## src/rtl/alu_dispatch_unit_pkg.sv

```systemverilog
// alu_dispatch_unit_pkg
// Shared definitions for the ALU dispatch unit: function codes, the default
// latency vector for the standard four-unit configuration, and the per-unit
// tracker state type.
package alu_dispatch_unit_pkg;

  // Function unit codes.
  localparam int unsigned FUN_ARITH = 0;
  localparam int unsigned FUN_LOGIC = 1;
  localparam int unsigned FUN_CMP   = 2;
  localparam int unsigned FUN_SHIFT = 3;

  // Default latency vector for four units with 3-bit latency fields (all single-cycle).
  localparam logic [11:0] DEFAULT_UNIT_LAT = {4{3'd1}};

  typedef enum logic {
    StIdle,
    StBusy
  } unit_state_e;

endpackage

```

## src/rtl/unit_busy_tracker.sv

```systemverilog
// unit_busy_tracker
// One function unit's IDLE/BUSY machine with a latency down-counter.
// Ports:
//   CLK    - clock, rising edge
//   RST    - synchronous active-high reset
//   Issue  - accept decoded for this unit this cycle
//   Lat    - configured latency (0 is treated as 1)
//   Enable - registered one-cycle issue pulse
//   Busy   - registered, unit occupied
//   Done   - registered one-cycle completion pulse (cycle where count == 1)
module unit_busy_tracker
  import alu_dispatch_unit_pkg::*;
#(
  parameter int unsigned LAT_WIDTH = 3
) (
  input  logic                 CLK,
  input  logic                 RST,
  input  logic                 Issue,
  input  logic [LAT_WIDTH-1:0] Lat,
  output logic                 Enable,
  output logic                 Busy,
  output logic                 Done
);

  unit_state_e          r_state;
  logic [LAT_WIDTH-1:0] r_cnt;
  logic [LAT_WIDTH-1:0] w_lat_eff;

  assign w_lat_eff = (Lat == '0) ? LAT_WIDTH'(1) : Lat;

  always_ff @(posedge CLK) begin
    if (RST) begin
      r_state <= StIdle;
      r_cnt   <= '0;
      Enable  <= 1'b0;
      Busy    <= 1'b0;
      Done    <= 1'b0;
    end else begin
      Enable <= 1'b0;
      Done   <= 1'b0;
      if (Issue) begin
        // Issue is only offered when idle or in the done cycle, so a reload is always safe.
        r_state <= StBusy;
        r_cnt   <= w_lat_eff;
        Enable  <= 1'b1;
        Busy    <= 1'b1;
        Done    <= (w_lat_eff == LAT_WIDTH'(1));
      end else begin
        unique case (r_state)
          StIdle: begin
            r_cnt <= '0;
            Busy  <= 1'b0;
          end
          StBusy: begin
            if (r_cnt <= LAT_WIDTH'(1)) begin
              r_state <= StIdle;
              r_cnt   <= '0;
              Busy    <= 1'b0;
            end else begin
              r_cnt <= r_cnt - LAT_WIDTH'(1);
              // Done is registered, so raise it on the edge where the count reaches 1.
              Done  <= (r_cnt == LAT_WIDTH'(2));
            end
          end
          default: begin
            r_state <= StIdle;
            r_cnt   <= '0;
            Busy    <= 1'b0;
          end
        endcase
      end
    end
  end

endmodule

```

## src/rtl/alu_dispatch_unit.sv

```systemverilog
// alu_dispatch_unit
// Accepts an operation code under valid/ready and issues a one-cycle enable to
// the selected function unit, tracking per-unit busy state and completion.
// Ports:
//   CLK, RST    - clock and synchronous active-high reset
//   ALU_FUN     - operation code, stable while OP_Valid is high
//   OP_Valid    - operation offered
//   OP_Ready    - combinational; accept when OP_Valid & OP_Ready at a rising edge
//   Unit_Enable - registered one-hot issue pulse
//   Unit_Busy   - registered per-unit occupancy
//   Unit_Done   - registered per-unit completion pulse
//   Illegal_Op  - registered pulse for an accepted out-of-range code
//   Last_Fun    - registered code of the most recent accept
module alu_dispatch_unit
  import alu_dispatch_unit_pkg::*;
#(
  parameter int unsigned                       FUN_WIDTH = 2,
  parameter int unsigned                       NUM_UNITS = 4,
  parameter int unsigned                       LAT_WIDTH = 3,
  parameter logic [NUM_UNITS*LAT_WIDTH-1:0]    UNIT_LAT  = {NUM_UNITS{LAT_WIDTH'(1)}}
) (
  input  logic                 CLK,
  input  logic                 RST,
  input  logic [FUN_WIDTH-1:0] ALU_FUN,
  input  logic                 OP_Valid,
  output logic                 OP_Ready,
  output logic [NUM_UNITS-1:0] Unit_Enable,
  output logic [NUM_UNITS-1:0] Unit_Busy,
  output logic [NUM_UNITS-1:0] Unit_Done,
  output logic                 Illegal_Op,
  output logic [FUN_WIDTH-1:0] Last_Fun
);

  logic [NUM_UNITS-1:0] w_hit;
  logic                 w_legal;
  logic                 w_accept;

  // Decode the code against each unit; out-of-range codes hit nothing and are always ready.
  always_comb begin
    w_hit    = '0;
    OP_Ready = 1'b1;
    for (int k = 0; k < NUM_UNITS; k++) begin
      if (ALU_FUN == FUN_WIDTH'(k)) begin
        w_hit[k] = 1'b1;
        // Ready again in the done cycle, allowing back-to-back issue.
        OP_Ready = ~Unit_Busy[k] | Unit_Done[k];
      end
    end
  end

  assign w_legal  = |w_hit;
  assign w_accept = OP_Valid & OP_Ready & ~RST;

  for (genvar g = 0; g < NUM_UNITS; g++) begin : g_unit
    unit_busy_tracker #(
      .LAT_WIDTH(LAT_WIDTH)
    ) u_tracker (
      .CLK   (CLK),
      .RST   (RST),
      .Issue (w_accept & w_hit[g]),
      .Lat   (UNIT_LAT[g*LAT_WIDTH +: LAT_WIDTH]),
      .Enable(Unit_Enable[g]),
      .Busy  (Unit_Busy[g]),
      .Done  (Unit_Done[g])
    );
  end

  always_ff @(posedge CLK) begin
    if (RST) begin
      Illegal_Op <= 1'b0;
      Last_Fun   <= '0;
    end else begin
      Illegal_Op <= w_accept & ~w_legal;
      if (w_accept) begin
        Last_Fun <= ALU_FUN;
      end
    end
  end

endmodule
```

## config.mk

```make
export PLATFORM = sky130hd
export DESIGN_NAME = alu_dispatch_unit
export DESIGN_NICKNAME = d
export VERILOG_FILES = /design/src/rtl/alu_dispatch_unit_pkg.sv /design/src/rtl/unit_busy_tracker.sv /design/src/rtl/alu_dispatch_unit.sv
export SDC_FILE = /design/constraint.sdc
export NUM_CORES = 1
export LEC_CHECK = 0
export CORE_UTILIZATION = 56
export DETAILED_ROUTE_END_ITERATION = 12
export PLACE_DENSITY = 0.83
export SETUP_SLACK_MARGIN = 0.5
export SYNTH_ARGS = -nofsm -noshare
export SYNTH_HDL_FRONTEND = slang
export SYNTH_SLANG_ARGS = --single-unit
export TNS_END_PERCENT = 50
```

## constraint.sdc

```tcl
create_clock -name CLK -period 3.1 [get_ports CLK]
set_input_delay 0.62 -clock CLK [delete_from_list [all_inputs] [get_ports CLK]]
set_output_delay 0.62 -clock CLK [all_outputs]
set_load 0.1 [all_outputs]
```

==> results.json <==
{
  "intPower_uw": 569,
  "p_leak_uw": 0.000686,
  "ys_top_cells_by_area": "dfxtp_1, ha_1, buf_4, o21ai_0, inv_1",
  "area_delta_synth_final_pct": 14.3,
  "crit_slowest_cell": "clkdlybuf4s50_1",
  "die-width_um": 51.0,
  "vias_per_cell": 5.02,
  "core_mm2": 0.00223,
  "p_comb_share_pct": 13.1,
  "insertion_delay_ns": 0.34,
  "synth_common_cells": "dfxtp_1, inv_1, o21ai_0",
  "port_buffers": 20,
  "netlist_area_mm2": 0.00134,
  "clkPwrFrac_pct": 34.3,
  "holdWs_ns": 0.493,
  "ir_worst_vdd_uv": 410,
  "swShare_pct": 27.7,
  "wl_per_cell_um": 12.7,
  "cts_tree": "yes",
  "drt-initial-drc-count": 7,
  "status": "complete, no violations",
  "hpwl_um": 1660,
  "worstSetupStartpointType": "input port",
  "timing.critical_path.from": "ALU_FUN[0]",
  "hold_path_class": "flip-flop to flip-flop",
  "fin_util_pct": 68.8,
  "path_cells": "clkdlybuf4s50_1, mux4_2, buf_12",
  "clock.fmax_mhz": 411,
  "p_seq_share_pct": 52.5,
  "synth.most_common_cell": "dfxtp_1",
  "async_flop_share_pct": 0,
  "worst_pin_slew_ns": 0.600,
  "skew_ns": 0.00709,
  "initial_core_util_pct": 60.2,
  "track_usage_pct": 21.7,
  "dieArea_mm2": 0.00260,
  "synthDistinctLibCells": 21,
  "fp-row-count": 17,
  "busiest_layer": "met2",
  "yosysWarnings": 0,
  "hp-start": "g_unit[0].u_tracker.Busy$_SDFFE_PP0P_",
  "grt_remaining_overflow": 0,
  "io-pin-count": 21,
  "cap_violations": 0,
  "drive_gt1_share_pct": 21.3,
  "wirelength_um": 2270,
  "ys_ff_latch": 31,
  "crit_path_end_kind": "output port",
  "setup_tns_ns": 0,
  "regToRegStartpoint": "g_unit[3].u_tracker.Done$_SDFF_PP0_",
  "cts_max_path_buffers": 2,
  "firstDrtPassIters": 4,
  "placed_cell_area_mm2": 0.00146,
  "max_stage_delay_ns": 0.61,
  "cts_sinks": 31,
  "holdBufCountCts": 0,
  "ys_seq_area_share_pct": 46.2,
  "antenna_found_initial": 0,
  "p_per_area_mw_per_mm2": 512,
  "setup_viol": 0,
  "fin_area_mm2": 0.00154,
  "period_share_pct": 78.5,
  "htree_levels": 2,
  "finalHoldViolations": 0,
  "cp_max_fo": 6,
  "synth-edff-count": 0,
  "rsz0062_at_grt": "no",
  "nNetsFinal": 166,
  "vias": 893,
  "dieHeight_um": 51.0,
  "ys.flop_type": "dfxtp_1",
  "crit_type": "input port to output port",
  "root_buffer": "clkbuf_4",
  "netlist_instances": 133,
  "synth_fp_nets": 150,
  "fin_cells": 178,
  "grt_first_pass_wirelength_um": 3840,
  "p_switching_uw": 218,
  "use_met2_pct": 35.7,
  "antenna_cells": 0,
  "grt_max_degree": 10,
  "cp.arrival_ns": 1.81,
  "clkTransAtPathRegs_ns": 0.09,
  "grt_pass1_vias": 895,
  "drc_errors": 0,
  "required_ns": 2.48,
  "cts_buffers": 5,
  "ant_nets": 0,
  "yosysTopAreaCell": "dfxtp_1",
  "slew_viol_final": 0,
  "gr-usage-met1_pct": 22.3,
  "synth.avg_cell_area_um2": 10.1,
  "max-slew-margin-rel_pct": 59.6,
  "grt.met3_usage_pct": 8.33,
  "fin_crit_ns": 2.43,
  "numPlacedInstances": 169,
  "gp_congestion": 0.785,
  "synth_top_area_share_pct": 46.2
}
-- critical path: cells and delay by family --
kind	cells	cell delay (ns)
buf+inv	2	0.80
mux	1	0.39
-- sequential cells by signal, summed over array words and instances (netlist names) --
name	cells
g_unit.u_tracker.r_cnt	12
g_unit.u_tracker.r_state	4
g_unit.u_tracker.Enable	4
g_unit.u_tracker.Busy	4
g_unit.u_tracker.Done	4
Last_Fun	2
Illegal_Op	1
-- kinds of logic (layout without fill, tap and decap cells) --
group / count (synthesis) / in the layout / share of synthesized area, %
DFF: 31 / 31 / 46.2
and+or+nand+nor: 34 / 34 / 17.8
muxes: 3 / 3 / 3.35
other: 1 / 1 / 0.279
buffers and inverters: 28 / 45 / 11.2
AOI/OAI and AO/OA: 20 / 20 / 7.45
adders and majority gates: 12 / 12 / 11.2
xor gates and xnor gates: 4 / 4 / 2.61
-- repair_timing --
item | in CTS | in global routing
setup endpoints to repair | 1 | 0
gates resized for setup | 1 | 0
setup buffers | 1 | 0
endpoints found under the hold margin | 0 | 0
-- layout make-up --
class / instances / area [µm²]
fill: 176 / 697
sequential: 31 / 621
multi-input combinational: 74 / 573
timing repair buffer: 21 / 179
clock buffer: 8 / 68.8
inverter: 16 / 60.1
tap: 28 / 35.0
-- routing by layer --
layer | vias to the layer above | share of wire (%)
met2 | 23 | 49
met3 | 10 | 4.9
li1 | 450 | -
met1 | 410 | 43
met4 | 0 | 3.3
met5 | - | 0
-- through the flow --
| step | total power [µW] | setup WS (ns) |
|---|---|---|
| final | 787 | 0.666 |
| after global placement | 523 | 0.393 |
| after floorplan | 505 | 1.07 |
| after CTS | 791 | 0.661 |
| after global routing | 818 | 0.618 |
| after detailed placement | 526 | 0.348 |
-- power by group through the flow --
stage          sequential, µW  combinational, µW  clock (µW)
3_5_place_dp              423                103           0
5_1_grt                   415                108         295
4_1_cts                   414                104         274
6_report                  414                104         270
3_3_place_gp              422                101           0
2_1_floorplan             441               63.2           0
-- worst paths after layout --
kind / to / slack (ns) / cells after the start
setup / recovery: OP_Ready / 0.67 / 3
hold / removal: g_unit[0].u_tracker.Busy$_SDFFE_PP0P_ / 0.49 / 2
setup reg to reg: Last_Fun[1]$_SDFFE_PP0N_ / 1.41 / 5
hold reg to reg: g_unit[0].u_tracker.Busy$_SDFFE_PP0P_ / 0.49 / 2
-- cell usage in the layout, fill, tap and decap left out --
master / Yosys / layout
nor3b_1: 8 / 8
nand4b_2: 2 / 2
nand2_2: 1 / 1
nand4b_1: 1 / 1
buf_4: 12 / 16
clkdlybuf4s50_1: 0 / 3
dlygate4sd2_1: 0 / 1
buf_12: 0 / 1
o21ai_0: 16 / 16
ha_1: 12 / 12
nand2_1: 5 / 5
nor2_1: 1 / 1
and2b_1: 1 / 1
clkbuf_1: 0 / 1
xnor2_1: 4 / 4
nor2b_1: 6 / 6
nand4_2: 1 / 1
dfxtp_1: 31 / 31
nand3_2: 1 / 1
a21oi_1: 4 / 4
inv_1: 16 / 16
clkbuf_8: 0 / 2
clkbuf_4: 0 / 5
mux2_2: 2 / 2
mux4_2: 1 / 1
nand2b_1: 7 / 7
conb_1: 1 / 1
Note: power is estimated with default switching activity, not from simulation.
